--- src/rtl/pipe_pkg.sv ---
// Shared pipeline types for the hazard controller: shadow-slot record,
// the hard-wired zero register and the slot-versus-decode match helper.
// No ports; imported by hazard_detection.
package pipe_pkg;

   // One in-flight instruction as seen by the hazard unit.
   typedef struct packed {
      logic       valid;
      logic [4:0] rd;
      logic       regwrite;
      logic       memread;
   } hz_slot_t;

   localparam logic [4:0] REG_ZERO = 5'd0;

   // True when slot s will write a register that the decoding instruction reads.
   // Writes to $0 are discarded by the register file, so they never match.
   function automatic logic slot_match(input hz_slot_t s,
                                       input logic use_rs, input logic [4:0] rs,
                                       input logic use_rt, input logic [4:0] rt);
      logic writer;
      writer = s.valid & s.regwrite & (s.rd != REG_ZERO);
      return writer & ((use_rs & (rs == s.rd)) | (use_rt & (rt == s.rd)));
   endfunction

endpackage

--- src/rtl/sat_counter.sv ---
// Saturating up-counter: increments by one per cycle with inc_i high,
// holds at all-ones, clears on synchronous active-high rst_i.
// Ports: clk_i, rst_i, inc_i in; cnt_o[W-1:0] out (registered).
module sat_counter #(
   parameter int W = 16
) (
   input  logic         clk_i,
   input  logic         rst_i,
   input  logic         inc_i,
   output logic [W-1:0] cnt_o
);

   logic [W-1:0] cnt_q, cnt_d;

   always_comb begin
      cnt_d = cnt_q;
      if (inc_i && (cnt_q != {W{1'b1}})) cnt_d = cnt_q + 1'b1;
   end

   always_ff @(posedge clk_i) begin
      if (rst_i) cnt_q <= '0;
      else       cnt_q <= cnt_d;
   end

   assign cnt_o = cnt_q;

endmodule

--- src/rtl/hazard_detection.sv ---
// Stall/flush controller beside the ID stage of the 5-stage MIPS pipeline.
// Shadows EX/MEM/WB destinations; stall_o/flush_o are combinational, the
// shadow always advances. Counters report lost cycles, saturating.
// Ports: clk_i, rst_i, ID_* decode fields, EX_branch_taken_i in;
//        stall_o, flush_o, stall_cnt_o, flush_cnt_o out.
// Build option: define HAZARD_FWD_EN when the EX forwarding unit is present
// (stall only on load-use against EX); otherwise every in-flight writer
// of a source register stalls decode.
module hazard_detection
   import pipe_pkg::*;
#(
   parameter int CNT_W = 16
) (
   input  logic             clk_i,
   input  logic             rst_i,
   input  logic             ID_valid_i,
   input  logic [4:0]       ID_RS_i,
   input  logic [4:0]       ID_RT_i,
   input  logic             ID_use_rs_i,
   input  logic             ID_use_rt_i,
   input  logic             ID_RegWrite_i,
   input  logic             ID_MemRead_i,
   input  logic [4:0]       ID_RD_i,
   input  logic             EX_branch_taken_i,
   output logic             stall_o,
   output logic             flush_o,
   output logic [CNT_W-1:0] stall_cnt_o,
   output logic [CNT_W-1:0] flush_cnt_o
);

   hz_slot_t ex_q, mem_q, wb_q;
   hz_slot_t ex_d;
   logic     match_ex;

   assign match_ex = slot_match(ex_q, ID_use_rs_i, ID_RS_i, ID_use_rt_i, ID_RT_i);

`ifdef HAZARD_FWD_EN
   // Forwarding covers everything except a load still in EX.
   assign stall_o = ID_valid_i & match_ex & ex_q.memread & ~EX_branch_taken_i;
`else
   logic match_mem, match_wb;
   assign match_mem = slot_match(mem_q, ID_use_rs_i, ID_RS_i, ID_use_rt_i, ID_RT_i);
   assign match_wb  = slot_match(wb_q,  ID_use_rs_i, ID_RS_i, ID_use_rt_i, ID_RT_i);
   // WB counts too: the register file write lands at the end of the cycle.
   assign stall_o = ID_valid_i & (match_ex | match_mem | match_wb) & ~EX_branch_taken_i;
`endif

   // A taken branch discards the ID instruction, so it always beats a stall.
   assign flush_o = EX_branch_taken_i;

   always_comb begin
      ex_d = '0;
      if (ID_valid_i && !stall_o && !flush_o) begin
         ex_d.valid    = 1'b1;
         ex_d.rd       = ID_RD_i;
         ex_d.regwrite = ID_RegWrite_i;
         ex_d.memread  = ID_MemRead_i;
      end
   end

   always_ff @(posedge clk_i) begin
      if (rst_i) begin
         ex_q  <= '0;
         mem_q <= '0;
         wb_q  <= '0;
      end else begin
         ex_q  <= ex_d;
         mem_q <= ex_q;
         wb_q  <= mem_q;
      end
   end

   sat_counter #(.W(CNT_W)) u_stall_cnt (
      .clk_i (clk_i),
      .rst_i (rst_i),
      .inc_i (stall_o),
      .cnt_o (stall_cnt_o)
   );

   sat_counter #(.W(CNT_W)) u_flush_cnt (
      .clk_i (clk_i),
      .rst_i (rst_i),
      .inc_i (flush_o),
      .cnt_o (flush_cnt_o)
   );

endmodule

--- config.mk ---
export PLATFORM = sky130hd
export DESIGN_NAME = hazard_detection
export DESIGN_NICKNAME = d
export VERILOG_FILES = /design/src/rtl/pipe_pkg.sv /design/src/rtl/sat_counter.sv /design/src/rtl/hazard_detection.sv
export SDC_FILE = /design/constraint.sdc
export NUM_CORES = 1
export LEC_CHECK = 0
export CORE_UTILIZATION = 50
export DETAILED_ROUTE_END_ITERATION = 12
export PLACE_DENSITY = 0.79
export SETUP_SLACK_MARGIN = 0.1
export SLEW_MARGIN = 20
export SYNTH_ARGS = -nofsm -noshare
export SYNTH_HDL_FRONTEND = slang
export SYNTH_SLANG_ARGS = --single-unit
--- constraint.sdc ---
create_clock -name clk_i -period 2.7 [get_ports clk_i]
set_clock_uncertainty 0.2 [all_clocks]
set_input_delay 0.54 -clock clk_i [delete_from_list [all_inputs] [get_ports clk_i]]
set_output_delay 0.54 -clock clk_i [all_outputs]
set_load 0.02 [all_outputs]
[Word-level counts from Yosys, hierarchy flattened]
Index checks and enable logic that the tools add are counted.
Storage, ports and cells
  flip-flop bits (word level): 53
  input bits: 23
  output and inout bits: 34
  logic and storage cells: 56
Operators by class
  add/subtract/negate cells: 2
  equal/unequal tests: 8
  multiplexer cells: 1
  bitwise operators: 24
  reductions and logical operators: 10
Operator list (count)
  16-bit by 1-bit adder with 16-bit output (second input constant): 2
  16-bit inequality test (second input constant): 2
  5-bit == test: 6
  1-bit AND: 17
  5-bit nonzero test: 3
  8-bit two-way mux: 1
  1-bit OR: 5
  1-bit logical AND: 4
  1-bit zero test: 2
  1-bit NOT: 2
  2-bit OR reduction: 1

[Longest topological paths before layout]
  word-level depth: 13
  mapped depth: 9
  depth with buffers taken out: 7

[Modules after synthesis]
Synthesis repeated with hierarchy kept, for this count alone.
Unflattened totals
  cells, all modules: 303
  area total of the unflattened synthesis: 2755.1 sq um
Modules (own cells, without submodules)
  sat_counter: times used 2, cells each 99, area each 848.3 sq um, seq. area each 320.3 sq um
  hazard_detection: times used 1, cells each 105, area each 1058.5 sq um, seq. area each 420.4 sq um

[Worst setup path after synthesis]
No wires, ideal clock.
  path type: input to output
  start point: input ID_RS_i[0]
  end point: output stall_o
  arrival: 1.828 ns
  required time: 1.960 ns
  setup slack: 0.132 ns
  stages: 8
  buffers on the path: 2
  path through: xor2_1 nor4_1 nand3_1 a21oi_2 o311ai_4 buf_6 buf_6 inv_1
On the way
  word-level cells in the longest chain between the ends: 8
  elaborated cells between the ends (all ways): 16
  classes of those cells: eq/ne: 3; bitwise: 13
Ends and longest elaborated chain
  start: declaration: RTL line hazard_detection.sv:17  | input logic [4:0] ID_RS_i,
  5-bit == test: RTL line pipe_pkg.sv:23  | return writer & ((use_rs & (rs == s.rd)) | (use_rt & (rt == s.rd)));
  1-bit AND: RTL line pipe_pkg.sv:23
  1-bit OR: RTL line pipe_pkg.sv:23
  1-bit AND: RTL line pipe_pkg.sv:23
  1-bit OR: RTL line hazard_detection.sv:45  | assign stall_o = ID_valid_i & (match_ex | match_mem | match_wb) & ~EX_branch_taken_i;
  1-bit OR *: RTL line hazard_detection.sv:45
  1-bit AND * (2 in a row): RTL line hazard_detection.sv:45
  end: declaration: RTL line hazard_detection.sv:25  | output logic stall_o,
Every way passes the cells marked *; elsewhere a longest branch is shown, timed or not.

[Worst setup path in the final report]
  start point: input ID_RT_i[3]
  end point: output stall_o
On the way
  word-level cells in the longest chain between the ends: 8
  elaborated cells between the ends (all ways): 16
  classes of those cells: eq/ne: 3; bitwise: 13
Ends and longest elaborated chain
  start: declaration: RTL line hazard_detection.sv:18  | input logic [4:0] ID_RT_i,
  5-bit == test: RTL line pipe_pkg.sv:23
  1-bit AND: RTL line pipe_pkg.sv:23
  1-bit OR: RTL line pipe_pkg.sv:23
  1-bit AND: RTL line pipe_pkg.sv:23
  1-bit OR: RTL line hazard_detection.sv:45
  1-bit OR *: RTL line hazard_detection.sv:45
  1-bit AND * (2 in a row): RTL line hazard_detection.sv:45
Marked as above.

==> reports/results.ini <==
[outcome]
status=finished with violations
violations=negative setup slack

[global_routing]
grt-ovfl-total=0
track_usage_pct=23.3
grt_pass1_wl_mm=9.68
antenna_found_initial=0
grt_pass1_vias=2098
grt_max_degree=53

[clocking]
clock_latency_ps=310
cts_hold_buffers=0
numCtsBuffers=5
post_cts.repair.setup_buffers=0
h-tree-depth=2
cts_buffer_depth=2
cts_root_buffer=clkbuf_8
tritoncts=yes
clkSlewWorstSetupHoldPaths_ps=100
clkSinkCount=53

[timing]
period_needed_ps=2760
hold_viol_final=0
timing.final.ws_setup_ps=-57.7
fmax_mhz=363
worstMarginPinSlew_ps=512
fin_crit_sh_pct=102
rsz0062_at_grt=yes
setup_viol=2
hold_ws_ps=282
slew_violations=0
maxSlewHeadroom_pct=65.9

[floorplan]
die_area_sq_um=5530
fp.dieW_um=74.3
start_util_pct=53.6
core_sq_um=4880
die_y_um=74.3
std_cell_rows=25
ios=57

[synth]
synth_edf_count=0
ys_seq_area_share_pct=40.6
synth_top_family_by_area=simple AND/OR/NAND/NOR gates
synthesis.area_sq_um=2620
yosysTopAreaCell=dfxtp_1
synthXorXnorAreaFrac_pct=14.1
synth_compound_area_share_pct=9.42
synthMuxAreaShare_pct=3.49
syn_avg_cell_area_sq_um=8.87
yosys_warnings=0
synth_seq_cells=53
yosys.area_share.simple_pct=27.0
netlist.area_leader.share_pct=40.6
synth_fp_nets=320
synth_fa_ha_area_share_pct=0.956
ys_dominant_reg_cell=dfxtp_1
yosysUniqueCellTypes=38
synthTopCellsByArea=dfxtp_1 (41%), xor2_1 (11%), nor2_1 (5.0%)
async_flop_share_pct=0
synth_common_cells=dfxtp_1 (53), nor2_1 (35), xor2_1 (32), nand3_1 (21), nor2b_1 (18)
synth_most_common_cell=dfxtp_1
syn_inst=295

[power_and_ir_drop]
power.leakage_nw=1.29
power_density_nw_per_um2=403
power_w=0.00139
irDropWorstVdd_uv=317

[drt]
ant_nets=0
drc=0
routedWlPerCell_um=13.6
first_pass_iters=4
vias=2264
drt-vias-per-instance=5.22
wl_mm=5.92
initialDrtViolationCount=144

[placed_design]
place.gp.congestion=0.916
place.port_buffers=55
dpl.hpwl_mm=4.45
placed_cell_area_sq_um=3340

[cells_and_area]
antenna-diode-count=0
nNetsFinal=391
area_growth_pct=32.2
fin_area_sq_um=3460
drive_gt1_share_pct=13.9

[critical_path]
r2r_slack_ps=70
cp-endpoint=stall_o
rr_startpoint=ex_q[3]$_SDFF_PP0_
path_max_fanout=3
critPathLaunch=ID_RT_i[3]
cp.arrival_ps=2020
crit_type=primary input to output pin
r2r-end=u_stall_cnt.cnt_o[13]$_SDFFE_PP0P_
crit_required_ps=1960
worstSetupStartpointType=primary input
crit_path_end_kind=output pin
ff2ff_path_depth=9

[run]
cap_violations=0

[hold_path]
holdCritPathClass=flop to flop

metal layers:
layer  vias up  track usage (%)  wire length, um  part of all wire, %
met1      1035             31.1             2780                   47
met5         -                0                0                    0
met3         9             4.74              280                  4.7
met2        57             37.2             2760                   47
met4         0             9.01               97                  1.6
li1       1163                -                -                    -
repair_timing:
action                                  CTS  global route
hold endpoints to repair                  0             0
cloned                                    0             0
pin swaps                                11             3
endpoints found under the setup margin   17            17
gates resized for setup                  19             4
flip-flops by register name, summed over array words and instances, names as in the netlist:
register and flops:
ex_q 7, mem_q 7, u_flush_cnt.cnt_o 16, u_stall_cnt.cnt_o 16
wb_q 7
metrics by stage:
stage	util (%)	worst slack, ps	std cells	TNS (ps)
finish	70.9	-57.7	434	-65.3
CTS	70.3	-55.9	434	-55.9
floorplan	-	132	295	0
global placement	68.4	-730	426	-7300
detailed placement	68.4	-737	426	-7710
global route	70.9	-159	434	-754
cells in the final DEF, fill, tap and decap left out, drive strengths merged:
cell,n
a21oi,15
and2,1
and4,2
buf,23
clkbuf,5
clkdlybuf4s15,1
clkdlybuf4s50,43
clkinv,2
dfxtp,53
dlygate4sd2,9
ha,2
inv,15
mux2,5
mux2i,2
nand2,12
nand2b,2
nand3,21
nand4,7
nor2,36
nor2b,18
nor3,3
nor4,9
o211ai,3
o21ai,6
o311a,1
o311ai,1
o31a,1
o31ai,7
or3,7
or4,12
or4b,1
xnor2,10
xor2,32
worst max-delay path, cell delays in order:
cell and delay [ps]:
dlygate4sd2_1 280, xor2_1 170, nor4_1 310, nand3_1 130, a21oi_2 240, o311ai_4 120, inv_1 80, buf_4 130
cells by family after synthesis:
| logic type | count (synthesis) |
|---|---|
| AND/OR/NAND/NOR | 131 |
| XOR/XNOR | 42 |
| multiplexers | 7 |
| adder cells (fa/ha/maj) | 2 |
| buffers and inverters | 26 |
| AO/OA/AOI/OAI | 34 |
| flip-flops | 53 |
how the worst min path moves through the flow:
stage	slack, ps	end	startpoint	depth (start not counted)
2_1_floorplan	240	wb_q[7]$_SDFF_PP0_	mem_q[7]$_SDFF_PP0_	1
3_3_place_gp	260	wb_q[1]$_SDFF_PP0_	mem_q[1]$_SDFF_PP0_	1
3_5_place_dp	270	mem_q[1]$_SDFF_PP0_	ex_q[1]$_SDFF_PP0_	1
4_1_cts	280	wb_q[1]$_SDFF_PP0_	mem_q[1]$_SDFF_PP0_	1
5_1_grt	300	mem_q[1]$_SDFF_PP0_	ex_q[1]$_SDFF_PP0_	1
6_report	280	mem_q[1]$_SDFF_PP0_	ex_q[1]$_SDFF_PP0_	1
final cells by class:
cell class	instances	area [sq um]
clock buffer	5	68.8
tap	67	83.8
sequential	53	1060
fill	419	1420
clock inverter	3	26.3
inverter	14	52.6
multi-input combinational	216	1480
timing repair buffer	76	689
power breakdown:
part	total [W]	switching, W	leakage, nW	internal, W
Clock	0.000466	0.000277	0.0487	0.000189
Combinational	0.000127	0.0000614	0.813	0.0000659
Sequential	0.000800	0.00000945	0.429	0.000791
Total	0.00139	0.000348	1.29	0.00105
Note: power is estimated with default switching activity, not from simulation.
